## config.mk

```make
export PLATFORM = sky130hd
export DESIGN_NAME = fir_cfg_ctrl_flat
export DESIGN_NICKNAME = d
export VERILOG_FILES = /design/src/rtl/fir_cfg_pkg.sv /design/src/rtl/fir_cfg_ctrl_if.sv /design/src/rtl/fir_coef_bank.sv /design/src/rtl/fir_cfg_ctrl.sv /design/src/flat_wrapper.sv
export SDC_FILE = /design/constraint.sdc
export NUM_CORES = 1
export LEC_CHECK = 0
export BUFFER_PORTS_ARGS = -buffer_cell sky130_fd_sc_hd__buf_2
export CAP_MARGIN = 0
export CORE_MARGIN = 1.5
export CORE_UTILIZATION = 52
export CTS_CLUSTER_SIZE = 16
export DETAILED_ROUTE_END_ITERATION = 12
export PLACE_DENSITY_LB_ADDON = 0.08
export SLEW_MARGIN = 5
export SYNTH_ARGS = -nofsm -noshare
export SYNTH_HDL_FRONTEND = slang
export SYNTH_HIERARCHICAL = 1
export SYNTH_SLANG_ARGS = --single-unit
```

## constraint.sdc

```tcl
create_clock -name clk -period 3 [get_ports clk]
set_clock_uncertainty 0.15 [all_clocks]
set_input_delay 0.6 -clock clk [delete_from_list [all_inputs] [get_ports clk]]
set_output_delay 0.6 -clock clk [all_outputs]
set_load 0.03 [all_outputs]
```

## src/rtl/fir_cfg_pkg.sv

```systemverilog
// Shared types for the FIR configuration controller: command opcodes,
// controller states and the coefficient width.
package fir_cfg_pkg;

  localparam int unsigned COEF_W = 8;

  typedef enum logic [1:0] {
    OP_NOP   = 2'b00,
    OP_WRITE = 2'b01,
    OP_MODE  = 2'b10,
    OP_CLEAR = 2'b11
  } opcode_e;

  typedef enum logic [2:0] {
    IDLE   = 3'd0,
    LEN    = 3'd1,
    DATA   = 3'd2,
    CSUM   = 3'd3,
    COMMIT = 3'd4
  } state_e;

endpackage

```

## src/rtl/fir_cfg_ctrl_if.sv

```systemverilog
// Byte-serial valid/ready configuration stream between a command source
// (master) and the FIR configuration controller (slave).
interface fir_cfg_ctrl_if;
  import fir_cfg_pkg::*;

  logic [COEF_W-1:0] cfg_byte;
  logic              cfg_valid;
  logic              cfg_ready;

  modport master (output cfg_byte, output cfg_valid, input  cfg_ready);
  modport slave  (input  cfg_byte, input  cfg_valid, output cfg_ready);
endinterface

```

## src/rtl/fir_coef_bank.sv

```systemverilog
// Shadow and active coefficient registers: writes land in the shadow bank,
// a commit copies the whole shadow into the active bank in one edge.
module fir_coef_bank
  import fir_cfg_pkg::*;
#(
  parameter int unsigned NTAPS = 8
) (
  input  logic                       clk,
  input  logic                       rst_n,
  input  logic                       we,
  input  logic [$clog2(NTAPS)-1:0]   widx,
  input  logic [COEF_W-1:0]          wdata,
  input  logic                       commit,
  input  logic                       clear,
  output logic [NTAPS*COEF_W-1:0]    coef
);

  typedef logic [NTAPS-1:0][COEF_W-1:0] bank_t;

  // Identity filter out of reset: tap0 = 1, all others 0.
  localparam bank_t RST_VAL = bank_t'({{((NTAPS-1)*COEF_W){1'b0}}, 8'h01});

  bank_t shadow_q, shadow_d;
  bank_t active_q, active_d;

  always_comb begin
    shadow_d = shadow_q;
    active_d = active_q;
    if (clear) begin
      shadow_d = '0;
      active_d = '0;
    end else begin
      if (we)     shadow_d[widx] = wdata;
      if (commit) active_d       = shadow_q;
    end
  end

  always_ff @(posedge clk or negedge rst_n) begin
    if (!rst_n) begin
      shadow_q <= RST_VAL;
      active_q <= RST_VAL;
    end else begin
      shadow_q <= shadow_d;
      active_q <= active_d;
    end
  end

  assign coef = active_q;

endmodule

```

## src/rtl/fir_cfg_ctrl.sv

```systemverilog
// Command decoder for the FIR datapath: parses the byte stream, stages tap
// writes and commits them atomically. FIR_CFG_CHECKSUM_EN adds a sum byte check.
module fir_cfg_ctrl
  import fir_cfg_pkg::*;
#(
  parameter int unsigned NTAPS = 8
) (
  input  logic                     clk,
  input  logic                     rst_n,
  fir_cfg_ctrl_if.slave            cfg,
  output logic [NTAPS*COEF_W-1:0]  coef,
  output logic                     coef_load,
  output logic                     fir_clr,
  output logic                     bypass,
  output logic                     busy,
  output logic                     err
);

  localparam int unsigned IW = $clog2(NTAPS);
  localparam int unsigned RW = IW + 1;

  state_e          state_q, state_d;
  logic [IW-1:0]   idx_q, idx_d;
  logic [RW-1:0]   rem_q, rem_d;
  logic            ready_q, ready_d;
  logic            busy_q, busy_d;
  logic            bypass_q, bypass_d;
  logic            err_q, err_d;
  logic            coef_load_q, coef_load_d;
  logic            fir_clr_q, fir_clr_d;
`ifdef FIR_CFG_CHECKSUM_EN
  logic [COEF_W-1:0] sum_q, sum_d;
`endif

  logic            accept_c;
  opcode_e         op_c;
  logic            idx_ok_c;
  logic            len_ok_c;
  logic            bank_we_c, bank_commit_c, bank_clear_c;

  assign accept_c = cfg.cfg_valid && ready_q;
  assign op_c     = opcode_e'(cfg.cfg_byte[7:6]);
  assign idx_ok_c = ({1'b0, cfg.cfg_byte[3:0]} < 5'(NTAPS));
  assign len_ok_c = (cfg.cfg_byte != 8'd0) && (cfg.cfg_byte <= 8'(NTAPS));

  // Next-state and strobe decode; every strobe to the bank is combinational
  // so the bank acts on the same edge that accepts the byte.
  always_comb begin
    state_d       = state_q;
    idx_d         = idx_q;
    rem_d         = rem_q;
    bypass_d      = bypass_q;
    err_d         = err_q;
    coef_load_d   = 1'b0;
    fir_clr_d     = 1'b0;
    bank_we_c     = 1'b0;
    bank_commit_c = 1'b0;
    bank_clear_c  = 1'b0;
`ifdef FIR_CFG_CHECKSUM_EN
    sum_d         = sum_q;
`endif

    case (state_q)
      IDLE: begin
        if (accept_c) begin
          case (op_c)
            OP_WRITE: begin
              if (idx_ok_c) begin
                idx_d   = cfg.cfg_byte[IW-1:0];
                state_d = LEN;
              end else begin
                err_d = 1'b1;
              end
            end
            OP_MODE:  bypass_d = cfg.cfg_byte[0];
            OP_CLEAR: begin
              bank_clear_c = 1'b1;
              coef_load_d  = 1'b1;
              fir_clr_d    = 1'b1;
              err_d        = 1'b0;
            end
            default: ;
          endcase
        end
      end

      LEN: begin
        if (accept_c) begin
          if (len_ok_c) begin
            rem_d   = RW'(cfg.cfg_byte);
            state_d = DATA;
`ifdef FIR_CFG_CHECKSUM_EN
            sum_d   = '0;
`endif
          end else begin
            err_d   = 1'b1;
            state_d = IDLE;
          end
        end
      end

      DATA: begin
        if (accept_c) begin
          bank_we_c = 1'b1;
          idx_d     = IW'(idx_q + IW'(1));
          rem_d     = RW'(rem_q - RW'(1));
`ifdef FIR_CFG_CHECKSUM_EN
          sum_d     = COEF_W'(sum_q + cfg.cfg_byte);
          if (rem_q == RW'(1)) state_d = CSUM;
`else
          if (rem_q == RW'(1)) state_d = COMMIT;
`endif
        end
      end

`ifdef FIR_CFG_CHECKSUM_EN
      CSUM: begin
        if (accept_c) begin
          if (cfg.cfg_byte == sum_q) begin
            state_d = COMMIT;
          end else begin
            err_d   = 1'b1;
            state_d = IDLE;
          end
        end
      end
`endif

      COMMIT: begin
        bank_commit_c = 1'b1;
        coef_load_d   = 1'b1;
        state_d       = IDLE;
      end

      default: state_d = IDLE;
    endcase

    ready_d = (state_d != COMMIT);
    busy_d  = (state_d != IDLE);
  end

  always_ff @(posedge clk or negedge rst_n) begin
    if (!rst_n) begin
      state_q     <= IDLE;
      idx_q       <= '0;
      rem_q       <= '0;
      ready_q     <= 1'b1;
      busy_q      <= 1'b0;
      bypass_q    <= 1'b0;
      err_q       <= 1'b0;
      coef_load_q <= 1'b0;
      fir_clr_q   <= 1'b0;
`ifdef FIR_CFG_CHECKSUM_EN
      sum_q       <= '0;
`endif
    end else begin
      state_q     <= state_d;
      idx_q       <= idx_d;
      rem_q       <= rem_d;
      ready_q     <= ready_d;
      busy_q      <= busy_d;
      bypass_q    <= bypass_d;
      err_q       <= err_d;
      coef_load_q <= coef_load_d;
      fir_clr_q   <= fir_clr_d;
`ifdef FIR_CFG_CHECKSUM_EN
      sum_q       <= sum_d;
`endif
    end
  end

  fir_coef_bank #(.NTAPS(NTAPS)) u_bank (
    .clk    (clk),
    .rst_n  (rst_n),
    .we     (bank_we_c),
    .widx   (idx_q),
    .wdata  (cfg.cfg_byte),
    .commit (bank_commit_c),
    .clear  (bank_clear_c),
    .coef   (coef)
  );

  assign cfg.cfg_ready = ready_q;
  assign coef_load     = coef_load_q;
  assign fir_clr       = fir_clr_q;
  assign bypass        = bypass_q;
  assign busy          = busy_q;
  assign err           = err_q;

endmodule

```

## src/flat_wrapper.sv

```systemverilog
// flat-port wrapper written by rule: the top's interface ports become plain ports
module fir_cfg_ctrl_flat import fir_cfg_pkg::*;
#(
  parameter int unsigned NTAPS = 8
)
  (clk, rst_n, coef, coef_load, fir_clr, bypass, busy, err, cfg_cfg_byte, cfg_cfg_valid, cfg_cfg_ready);
  fir_cfg_ctrl_if cfg_i ();
  input  logic clk;
  input  logic rst_n;
  output logic [NTAPS*COEF_W-1:0] coef;
  output logic coef_load;
  output logic fir_clr;
  output logic bypass;
  output logic busy;
  output logic err;
  input wire logic [$bits(cfg_i.cfg_byte)-1:0] cfg_cfg_byte;
  input wire logic [$bits(cfg_i.cfg_valid)-1:0] cfg_cfg_valid;
  output wire logic [$bits(cfg_i.cfg_ready)-1:0] cfg_cfg_ready;
  assign cfg_i.cfg_byte = cfg_cfg_byte;
  assign cfg_i.cfg_valid = cfg_cfg_valid;
  assign cfg_cfg_ready = cfg_i.cfg_ready;
  fir_cfg_ctrl #(.NTAPS(NTAPS)) u_core (.clk(clk), .rst_n(rst_n), .cfg(cfg_i), .coef(coef), .coef_load(coef_load), .fir_clr(fir_clr), .bypass(bypass), .busy(busy), .err(err));
endmodule
```

==> reports/qor.txt <==
Outcome: finished clean
Slowest CP cell: or4b_1
DRT Pass-1 Iters: 5
Main synth FF type: dfrtp_1
Layout Cells excl Fill: 765
Hold Buf Count CTS: 0
Die ar.: 0.01283 mm²
Synth area leaders: dfrtp_1 56%, mux2i_1 20%, nand2b_1 7.1%
CP Max Fanout: 14
Final hold vios: 0
Die height: 113.3 µm
DP HPWL: 8418 µm
Clock-pin transition on the worst setup and hold timing paths: 0.06 ns
Ys async rst share: 1.000
Post-Syn Instances: 533
Critical path arrival: 2.73 ns
Simple-gate share of the synthesized area: 0.1558
Register area share after synthesis: 0.5707
Final nets: 620
CP Cell Sequence: or3b_2 -> nor2_4 -> or4b_1 -> mux2i_1
Setup TNS: 0 ns
Max Slew Vio Count: 0
CTS H-tree lvls: 4
Root Driver: clkbuf_16
Max clock buf depth: 2
Fin Hold WS: 0.005950 ns
Starting Density: 0.5307
Synth Area in Adders: 0.005938
First-pass GRT wire length: 21960 µm
Global-route usage over all layers: 0.2230
Die width: 113.3 µm
DRT antenna net count: 0
Crit path time final: 2.617 ns
CTS-repair resized insts: 0
Setup bufs post-CTS: 0
Mux cell area share after synthesis: 0.2045
Fmax: 382.1 MHz
Post-synth cell types: 41
Placed cells: 734
Antenna cells: 0
Global Route met1 Usage: 0.3263
Gpl congestion: 0.7869
R2r startpoint: u_core/state_q[0]
Number of synthesized register bits: 144
Grt peak-use layer: met2
Final wirelength: 13260 µm
Worst-Margin Slew: 0.7241 ns
Pwr dens: 577.3 mW/mm²
Row cnt: 40
Post-synth EDFFs: 0
Unrepaired setup endpoints after global routing: false
Crit. End Element: register
Fin crit share: 0.8724
Post-Syn Area: 0.006321 mm²
Clock Sinks: 144
Synth top area share: 0.5582
Ys Warns: 6
Layout cells sized above 1: 0.2104
Post-synthesis xor/xnor area fraction: 0
IO Port Bufs: 80
Met2 Usage GRT: 0.3337
Syn nets: 547
Vias in the first global route: 4055
Vias: 4113
Post-synthesis compound-gate area fraction: 0.02949
Slew headroom: 0.5163
Largest net degree at the start of global routing: 77
CTS tree: done
Synth cell count leaders: 141 x dfrtp_1, 128 x mux2i_1, 72 x nand2b_1, 72 x nor2_1, 23 x buf_2
# fillers: 996
Area of the core: 0.01191 mm²
Worst EP required: 3.11 ns
LEAKAGE: 3.928 nW
Layout Utilization: 0.6218
Layout area overhead: 17.18%
IO Count: 81
Vias per inst: 5.376
GRT Residual Overflow: 0
Initial antenna violation count: 0
Max capacitance violation total: 0
Total Power: 4.276 mW
WP buf/inv: 0
Cell family with most CP delay: simple AND/OR/NAND/NOR gates
DR WL/cell: 17.33 µm
Slowest stage delay, CP: 0.73 ns
Most common cell in the netlist: dfrtp_1
DRC errors left: 0
Peak VDD IR: 268.7 µV
Hold crit path type: in2async
Largest family of logic cells by synthesized area: multiplexers
Finish-stage setup viols: 0
Biggest area consumer among synthesized cells: dfrtp_1
Worst-skew pair later-pin latency: 0.41 ns
CP startpoint kind: register
Total CTS buffers: 17
CP startpoint: u_core/state_q[0]
Met3 Use GR: 0.04928
Initial DRC count: 246
Syn avg cell area: 11.86 µm²
Critical path class: reg2reg
metrics by stage:
step | setup slack (ns) | area, µm²
5_1_grt | 0.2511 | 7407
3_3_place_gp | 0.3279 | 6864
2_1_floorplan | 0.6067 | 6321
4_1_cts | 0.4015 | 7407
3_5_place_dp | 0.2524 | 6864
6_report | 0.3829 | 7407
power by group:
group	internal (mW)	leakage, nW	switching [mW]	total, mW
sequential	1.99	1.98	0.0605	2.05
clock	1.20	0.267	0.750	1.95
combinational	0.0986	1.68	0.180	0.279
worst paths after layout:
path / end / cells past startpoint / slack (ns)
worst max-delay path: u_core/u_bank/shadow_q[5] / 4 / 0.38
worst min-delay path: u_core/u_bank/coef[27] / 1 / 0.006
worst max register to register: u_core/u_bank/shadow_q[5] / 4 / 0.38
worst min register to register: u_core/bypass / 1 / 0.35
max in group asynchronous: u_core/u_bank/coef[50] / 2 / 1.94
min in group clk: u_core/rem_q[2] / 2 / 0.33
placed cells by master, fill, tap and decap left out, types with 3 or more instances in the layout:
cell type / instances
dfrtp_1: 141
mux2i_1: 128
buf_2: 79
nor2_1: 72
nand2b_1: 72
clkbuf_16: 17
buf_4: 12
o21ai_0: 8
inv_1: 7
a21oi_1: 6
clkbuf_1: 5
nand2_1: 5
clkinv_2: 4
nand3_1: 4
nor3_1: 4
clkbuf_8: 3
nor3b_1: 3
a31oi_1: 3
o211ai_1: 3
ha_1: 3
dfstp_2: 3
nand4b_1: 3
state kept, by name, summed over array words and instances (netlist names):
signal / count
u_core/u_bank/coef: 64
u_core/u_bank/shadow_q: 64
u_core/rem_q: 4
u_core/idx_q: 3
u_core/state_q: 3
u_core/busy: 1
u_core/bypass: 1
u_core/cfg.cfg_ready: 1
u_core/coef_load: 1
u_core/err: 1
u_core/fir_clr: 1
per-layer routing:
layer | vias up | share of wire
li1 | 1955 | -
met1 | 2058 | 0.49
met4 | 0 | 0.010
met2 | 88 | 0.46
met3 | 12 | 0.036
met5 | - | 0
cells by family after synthesis:
family                   Yosys count
AO/OA/AOI/OAI                     29
multiplexers                     129
AND/OR/NAND/NOR                  181
buffers and inverters             47
adder cells (fa/ha/maj)            3
flip-flops                       144
area by class of cell:
| class | instances | area (µm²) | area share |
|---|---|---|---|
| clock buffer | 25 | 485.5 | 0.06554 |
| clock inverter | 6 | 57.56 | 0.007770 |
| inverter | 7 | 26.28 | 0.003547 |
| tap | 147 | 183.9 | 0.02483 |
| multi-input combinational | 342 | 2510 | 0.3389 |
| timing repair buffer | 94 | 536.8 | 0.07247 |
| sequential | 144 | 3607 | 0.4870 |
(Power assumes the default switching activity.)
